<file path="config.mk">
export PLATFORM = sky130hd
export DESIGN_NAME = fetch_queue
export DESIGN_NICKNAME = d
export VERILOG_FILES = /design/src/rtl/fetch_queue.sv
export SDC_FILE = /design/constraint.sdc
export NUM_CORES = 1
export LEC_CHECK = 0
export ABC_AREA = 1
export CORE_ASPECT_RATIO = 0.5
export CORE_MARGIN = 2
export CORE_UTILIZATION = 31
export CTS_CLUSTER_SIZE = 16
export DETAILED_ROUTE_END_ITERATION = 16
export PLACE_DENSITY = 0.46
export SYNTH_ARGS = -nofsm -noshare
export SYNTH_HDL_FRONTEND = slang
export SYNTH_SLANG_ARGS = --single-unit
</file>
<file path="constraint.sdc">
create_clock -name clk -period 7.7 [get_ports clk]
set_input_delay 1.155 -clock clk [delete_from_list [all_inputs] [get_ports clk]]
set_output_delay 1.155 -clock clk [all_outputs]
set_load 0.02 [all_outputs]
</file>
<file path="src/rtl/fetch_queue.sv">
`default_nettype none
// fetch_queue: single-outstanding instruction fetcher feeding a DEPTH-entry in-order queue.
// Optional halt-on-opcode-4'hF stop when FETCH_HALT_DETECT_EN is defined.
module fetch_queue #(
  parameter int                 ADDR_W   = 16,
  parameter int                 INSTR_W  = 16,
  parameter int                 DEPTH    = 4,
  parameter int                 PC_STEP  = 2,
  parameter logic [ADDR_W-1:0]  RESET_PC = '0
) (
  input  logic                      clk,
  input  logic                      rst,
  output logic                      imem_req,
  output logic [ADDR_W-1:0]         imem_addr,
  input  logic                      imem_ready,
  input  logic                      imem_valid,
  input  logic [INSTR_W-1:0]        imem_data,
  input  logic                      redirect,
  input  logic [ADDR_W-1:0]         redirect_pc,
  output logic                      instr_valid,
  output logic [INSTR_W-1:0]        instr,
  output logic [ADDR_W-1:0]         instr_pc,
  input  logic                      instr_ready,
  output logic [$clog2(DEPTH):0]    q_count,
  output logic                      halted
);

  localparam int                PTR_W = $clog2(DEPTH);
  localparam int                CNT_W = PTR_W + 1;
  localparam logic [CNT_W-1:0]  FULL  = CNT_W'(DEPTH);
  localparam logic [ADDR_W-1:0] STEP  = ADDR_W'(PC_STEP);

  typedef enum logic [1:0] {
    IDLE         = 2'd0,
    WAIT         = 2'd1,
    WAIT_DISCARD = 2'd2,
    HALTED       = 2'd3
  } state_t;

  state_t              state;
  logic [ADDR_W-1:0]   fetch_pc;
  logic [ADDR_W-1:0]   tag;
  logic [INSTR_W-1:0]  data_mem [DEPTH];
  logic [ADDR_W-1:0]   pc_mem   [DEPTH];
  logic [PTR_W-1:0]    rd_ptr;
  logic [PTR_W-1:0]    wr_ptr;
  logic [CNT_W-1:0]    count;
  logic [INSTR_W-1:0]  last_instr;
  logic [ADDR_W-1:0]   last_pc;
  logic                accept;
  logic                push;
  logic                pop;
  logic                is_hlt;

`ifdef FETCH_HALT_DETECT_EN
  assign is_hlt = (imem_data[INSTR_W-1:INSTR_W-4] == 4'hF);
  assign halted = (state == HALTED);
`else
  assign is_hlt = 1'b0;
  assign halted = 1'b0;
`endif

  // Request is masked during reset so nothing is issued while rst is high.
  assign imem_req    = !rst && (state == IDLE) && (count != FULL);
  assign imem_addr   = fetch_pc;
  assign accept      = imem_req && imem_ready;
  assign push        = (state == WAIT) && imem_valid && !redirect;
  assign instr_valid = (count != '0);
  assign pop         = instr_valid && instr_ready && !redirect;
  assign q_count     = count;
  assign instr       = instr_valid ? data_mem[rd_ptr] : last_instr;
  assign instr_pc    = instr_valid ? pc_mem[rd_ptr]   : last_pc;

  always_ff @(posedge clk or posedge rst) begin
    if (rst) begin
      state    <= IDLE;
      fetch_pc <= RESET_PC;
      tag      <= '0;
    end else if (redirect) begin
      fetch_pc <= redirect_pc;
      case (state)
        IDLE:         state <= accept ? WAIT_DISCARD : IDLE;
        // A response landing with the redirect is the one we were waiting for.
        WAIT,
        WAIT_DISCARD: state <= imem_valid ? IDLE : WAIT_DISCARD;
        default:      state <= IDLE;
      endcase
    end else begin
      case (state)
        IDLE: begin
          if (accept) begin
            tag      <= fetch_pc;
            fetch_pc <= fetch_pc + STEP;
            state    <= WAIT;
          end
        end
        WAIT: begin
          if (imem_valid) state <= is_hlt ? HALTED : IDLE;
        end
        WAIT_DISCARD: begin
          if (imem_valid) state <= IDLE;
        end
        default: state <= state;
      endcase
    end
  end

  always_ff @(posedge clk or posedge rst) begin
    if (rst) begin
      rd_ptr <= '0;
      wr_ptr <= '0;
      count  <= '0;
    end else if (redirect) begin
      rd_ptr <= '0;
      wr_ptr <= '0;
      count  <= '0;
    end else begin
      if (push) wr_ptr <= wr_ptr + 1'b1;
      if (pop)  rd_ptr <= rd_ptr + 1'b1;
      if (push && !pop)      count <= count + 1'b1;
      else if (pop && !push) count <= count - 1'b1;
    end
  end

  // Head is shadowed every valid cycle so outputs hold the last head once empty.
  always_ff @(posedge clk) begin
    if (push) begin
      data_mem[wr_ptr] <= imem_data;
      pc_mem[wr_ptr]   <= tag;
    end
    if (instr_valid) begin
      last_instr <= data_mem[rd_ptr];
      last_pc    <= pc_mem[rd_ptr];
    end
  end

endmodule
`default_nettype wire

</file>
==> flow_metrics.env, run 1 <==
export IMPL_status="finished clean"
export IMPL_worstPathMaxFanout=66
export IMPL_slew_violations=0
export IMPL_syn_nets=805
export IMPL_cts_sink_count=201
export IMPL_setup_viol=0
export IMPL_mostFrequentLayoutCell="nor2_1"
export IMPL_io_pins=92
export IMPL_gp_congestion=0.772
export IMPL_endpoint_kind="output port"
export IMPL_crit_family="buffers and inverters"
export IMPL_slowest_stage="inv_2"
export IMPL_grt_pass1_vias=5373
export IMPL_drc=0
export IMPL_arrival_ns=3.37
export IMPL_cts_tree="yes"
export IMPL_fmax_mhz=221
export IMPL_wire_per_inst_um=15.3
export IMPL_power_density_nw_per_um2=372
export IMPL_rsz0062_at_grt="false"
export IMPL_synth_edff_count=128
export IMPL_layout_drive_gt1_share_pct=6.81
export IMPL_drt_pre_antenna_iters=5
export IMPL_yosys_warnings=0
export IMPL_cts_buffer_depth=3
export IMPL_die_w_um=233
export IMPL_crit_buf_inv=3
export IMPL_p_leak_nw=3.73
export IMPL_slew_headroom_pct=28.0
export IMPL_die_y_um=119
export IMPL_cts_resized=0
export IMPL_synthToLayoutAreaGrowth_pct=22.6
export IMPL_io_buffers=90
export IMPL_synth_cell_types=34
export IMPL_cts_buffers=20
export IMPL_syn_area_sq_um=8130
export IMPL_root_buffer="clkbuf_16"
export IMPL_postCtsSetupRepairBufs=0
export IMPL_ctsHoldBuffers=0
export IMPL_track_usage_pct=13.6
export IMPL_place_inst=1160
export IMPL_synthCells=758
export IMPL_grt_max_degree=69
export IMPL_ant_nets=0
export IMPL_hold_viol=0
export IMPL_worstPathRequired_ns=6.55
export IMPL_path_cells="buf_4 -> inv_2 -> o21ai_0 -> a31oi_1 -> clkdlybuf4s50_1"
export IMPL_final_period_utilization_pct=58.7
export IMPL_synth_seq_area_share_pct=67.7
export IMPL_start_util_pct=31.9
export IMPL_vias_per_cell=4.55
export IMPL_fin_nets=885
export IMPL_die_area_sq_um=27600
export IMPL_antenna_found_initial=0
export IMPL_vias=5437
export IMPL_critPathKind="flip-flop to output port"
export IMPL_dp_hpwl_um=11300
export IMPL_skew_ns=0.0162
export IMPL_path_clk_slew_ns=0.06
export IMPL_drt_total_wl_um=18300
export IMPL_layout_cells_non_filler=1196
export IMPL_cp_start_kind="flip-flop"
export IMPL_h_tree_depth=1
export IMPL_setup_tns_ns=0
export IMPL_grt_ovfl_total=0
export IMPL_worst_pin_slew_ns=1.08
export IMPL_dr_first_iter_drc_count=331
export IMPL_diodes=0
export IMPL_max_cap_violations=0
export IMPL_syn_area_per_cell_sq_um=10.7
export IMPL_min_period_ns=4.52
export IMPL_ys_ff_latch=201
export IMPL_core_area_sq_um=25500
export IMPL_final_cell_mix="nor2_1 (174), edfxtp_1 (128), nand2_1 (103)"
export IMPL_hold_class="flip-flop to flip-flop"
export IMPL_synthArstFlopShare_pct=20.4
export IMPL_grt_pass1_wl_um=29400
export IMPL_fin_total_pwr_mw=3.71
export IMPL_core_rowCount=41
export IMPL_vdd_drop_max_mv=0.123
export IMPL_synth_top_flop_cell="edfxtp_1"
export IMPL_cp_slowest_stage_delay_ns=0.85
export IMPL_fin_util_pct=39.1
export IMPL_worst_skew_pair_late_latency_ns=0.49
==> where the power goes <==
group          switching (mW)  internal (mW)  total (mW)
Clock                   0.403          0.599        1.00
Combinational           0.724          0.489        1.21
Sequential              0.130           1.36        1.49
==> worst min-delay path, cell delays in order, from the launching register on <==
cell and delay, ns:
dfxtp_1 0.30, nor2_1 0.09, a31oi_1 0.05
==> cells by family (layout without fill, tap and decap cells) <==
kind of cell	count (synthesis)	in the layout	synth area share (%)
simple gates	336	336	17.1
compound gates	128	128	8.48
flops	201	201	67.7
buf+inv	81	175	4.92
fa+ha+maj	9	9	1.48
xor+xnor	2	2	0.215
other cells	1	1	0.0461
==> registers in the layout (all words and copies together) (netlist names) <==
name        flops
wr_ptr          2
last_pc        16
state           2
pc_mem         64
last_instr     16
data_mem       64
tag            16
rd_ptr          2
q_count         3
imem_addr      16
==> stage by stage <==
stage               worst slack, ns  instance area, sq um  hold slack, ns
floorplan                      4.35                  8130           0.476
global placement               3.69                  9300           0.480
detailed placement             3.65                  9300           0.478
CTS                            3.10                  9970           0.489
global route                   2.89                  9970           0.510
finish                         3.18                  9970           0.487
==> path summary, 6_finish.rpt <==
kind | from | end | slack [ns] | cells past startpoint
min reg2reg | last_instr[14]$_DFF_P_ | last_instr[14]$_DFF_P_ | 0.49 | 2
min | last_instr[14]$_DFF_P_ | last_instr[14]$_DFF_P_ | 0.49 | 2
max in group asynchronous | rst | rd_ptr[0]$_DFFE_PP0P_ | 6.11 | 3
min in group asynchronous | rst | q_count[0]$_DFFE_PP0P_ | 1.19 | 3
max reg2reg | q_count[2]$_DFFE_PP0P_ | q_count[2]$_DFFE_PP0P_ | 5.11 | 13
max | rd_ptr[0]$_DFFE_PP0P_ | instr[12] | 3.18 | 5
==> cell usage after synthesis, types with 3 or more instances <==
| cell | n | share of area (%) |
|---|---|---|
| dfxtp_1 | 32 | 7.9 |
| inv_1 | 41 | 1.9 |
| nor2_1 | 178 | 8.2 |
| a31oi_1 | 32 | 2.5 |
| buf_6 | 6 | 0.83 |
| nand3_1 | 30 | 1.8 |
| o21ai_1 | 34 | 2.1 |
| nor2_4 | 3 | 0.42 |
| clkbuf_1 | 6 | 0.28 |
| ha_1 | 8 | 1.2 |
| buf_2 | 9 | 0.55 |
| a21oi_1 | 4 | 0.25 |
| buf_4 | 10 | 0.92 |
| inv_2 | 4 | 0.18 |
| buf_1 | 3 | 0.14 |
| nand4_1 | 10 | 0.77 |
| nor2_2 | 3 | 0.23 |
| o21ai_0 | 55 | 3.4 |
| dfrtp_1 | 41 | 13 |
| edfxtp_1 | 128 | 47 |
| nand2_1 | 103 | 4.8 |
| nand2_2 | 4 | 0.31 |
==> cell type report <==
class                           count  area (sq um)
Fill cell                        2468         15500
Sequential cell                   201          5510
Multi-Input combinational cell    476          2250
Timing Repair Buffer               94           931
Clock buffer                       30           589
Tap cell                          344           430
Inverter                           45           169
Clock inverter                      6          86.3
==> routing by layer <==
metal	vias to the layer above	GRT usage, %	part of all wire [%]
met5	-	0	0
met3	22	2.44	3.9
met4	0	3.14	1.7
met2	82	21.3	44
li1	2737	-	-
met1	2596	19.4	51
Power figures use the tool's default switching activity.
==> run 2: changes to the inputs <==
Settings changed: PLACE_DENSITY 0.46 to 0.48.
Clock period 7.7 ns to 3.9 ns, I/O delays scaled along.
==> run 2 against run 1 <==
Worst setup slack lost 2.6 ns. Critical endpoint is now instr_pc[14]. First-iteration DRC count is 12% lower. Final area increased by 0.61%. Total power rose by 97%. Clock skew fell by 0.0079 ns. Register-to-register slack worse by 3.5 ns. Die area did not move. Largest cell class unchanged. Clock-buffer cell count is 1 higher.
==> flow_metrics.env, run 2 (synthesis results as in run 1) <==
export IMPL_p_leak_nw=3.76
export IMPL_vias_per_cell=4.50
export IMPL_h_tree_depth=1
export IMPL_setup_tns_ns=0
export IMPL_hold_class="flip-flop to flip-flop"
export IMPL_worstPathMaxFanout=43
export IMPL_gp_congestion=0.759
export IMPL_cts_sink_count=201
export IMPL_core_area_sq_um=25500
export IMPL_cp_start_kind="flip-flop"
export IMPL_fmax_mhz=299
export IMPL_worst_skew_pair_late_latency_ns=0.49
export IMPL_antenna_found_initial=0
export IMPL_synthToLayoutAreaGrowth_pct=23.3
export IMPL_cts_buffer_depth=3
export IMPL_drt_pre_antenna_iters=4
export IMPL_start_util_pct=31.9
export IMPL_path_clk_slew_ns=0.06
export IMPL_vias=5414
export IMPL_worstPathRequired_ns=3.31
export IMPL_die_area_sq_um=27600
export IMPL_arrival_ns=2.75
export IMPL_endpoint_kind="output port"
export IMPL_die_w_um=233
export IMPL_skew_ns=0.00828
export IMPL_ant_nets=0
export IMPL_mostFrequentLayoutCell="nor2_1"
export IMPL_die_y_um=119
export IMPL_dp_hpwl_um=11800
export IMPL_grt_ovfl_total=0
export IMPL_drc=0
export IMPL_postCtsSetupRepairBufs=0
export IMPL_dr_first_iter_drc_count=290
export IMPL_layout_drive_gt1_share_pct=7.33
export IMPL_grt_max_degree=66
export IMPL_status="finished clean"
export IMPL_min_period_ns=3.34
export IMPL_track_usage_pct=13.4
export IMPL_power_density_nw_per_um2=727
export IMPL_slew_violations=0
export IMPL_worst_pin_slew_ns=0.888
export IMPL_slew_headroom_pct=40.7
export IMPL_final_cell_mix="nor2_1 (174), edfxtp_1 (128), nand2_1 (103)"
export IMPL_rsz0062_at_grt="false"
export IMPL_io_pins=92
export IMPL_critPathKind="flip-flop to output port"
export IMPL_top_regs="data_mem (64), pc_mem (64)"
export IMPL_drt_total_wl_um=18200
export IMPL_grt_pass1_wl_um=29200
export IMPL_root_buffer="clkbuf_16"
export IMPL_core_rowCount=41
export IMPL_final_period_utilization_pct=85.6
export IMPL_cts_tree="yes"
export IMPL_max_cap_violations=0
export IMPL_wire_per_inst_um=15.1
export IMPL_cts_resized=0
export IMPL_io_buffers=90
export IMPL_diodes=0
export IMPL_grt_pass1_vias=5367
export IMPL_setup_viol=0
export IMPL_fin_nets=893
export IMPL_vdd_drop_max_mv=0.249
export IMPL_fin_util_pct=39.3
export IMPL_hold_viol=0
export IMPL_cts_buffers=20
export IMPL_ctsHoldBuffers=0
-- run 2: changes by cell type in the layout (fill, tap and decap cells not counted), sizes merged --
cell / before / now
clkbuf: 30 / 31
buf: 4 / 12
clkinv: 3 / 2
-- run 2: power by group --
group	internal, mW	total (mW)	switching (mW)	leakage (nW)
clock network	1.15	1.94	0.790	0.317
registers	2.69	2.94	0.249	1.94
logic	0.985	2.42	1.43	1.50
total	4.83	7.30	2.47	3.76
-- run 2: final timing paths --
check | slack [ns] | from | cells after the start | to
worst max-delay path | 0.56 | rd_ptr[0]$_DFFE_PP0P_ | 5 | instr_pc[14]
worst min-delay path | 0.49 | last_instr[13]$_DFF_P_ | 2 | last_instr[13]$_DFF_P_
worst max register to register | 1.58 | q_count[2]$_DFFE_PP0P_ | 12 | q_count[2]$_DFFE_PP0P_
worst min register to register | 0.49 | last_instr[13]$_DFF_P_ | 2 | last_instr[13]$_DFF_P_
max in group asynchronous | 2.40 | rst | 3 | imem_addr[11]$_DFFE_PP0P_
min in group asynchronous | 0.69 | rst | 2 | tag[15]$_DFFE_PP0P_
-- run 2: per-stage QoR --
step | setup slack [ns] | hold WS, ns | std cells | area [sq um] | total power, mW
5_1_grt | 0.370 | 0.515 | 1204 | 10000 | 7.74
3_5_place_dp | 1.01 | 0.476 | 1168 | 9380 | 5.46
2_1_floorplan | 1.12 | 0.476 | 758 | 8130 | 4.43
6_report | 0.561 | 0.487 | 1204 | 10000 | 7.30
4_1_cts | 0.482 | 0.489 | 1204 | 10000 | 7.41
3_3_place_gp | 1.03 | 0.475 | 1168 | 9380 | 5.43
-- run 2: cell type report --
| type | count | area [sq um] |
|---|---|---|
| fill | 2462 | 15500 |
| sequential | 201 | 5510 |
| clock inverter | 5 | 78.8 |
| inverter | 45 | 169 |
| clock buffer | 31 | 573 |
| tap | 344 | 430 |
| timing repair buffer | 102 | 1020 |
| multi-input combinational | 476 | 2250 |
-- run 2: critical path: stages (launching register included) --
cell             delay, ns
dfrtp_2               0.40
inv_2                 0.54
buf_4                 0.32
o21ai_1               0.09
a31oi_1               0.25
clkdlybuf4s50_1       0.65
-- run 2: layer usage --
| metal | up-vias | part of all wire (%) | global-route usage [%] |
|---|---|---|---|
| met5 | - | 0 | 0 |
| met4 | 0 | 1.8 | 3.11 |
| met3 | 24 | 4.0 | 2.39 |
| met2 | 86 | 46 | 22.2 |
| met1 | 2553 | 48 | 18.3 |
| li1 | 2751 | - | - |
==> run 3: changes to the inputs <==
Settings changed: SLEW_MARGIN set to 20.
==> results of run 3 <==
Final layout, timing and power as in run 2 (identical DEF).
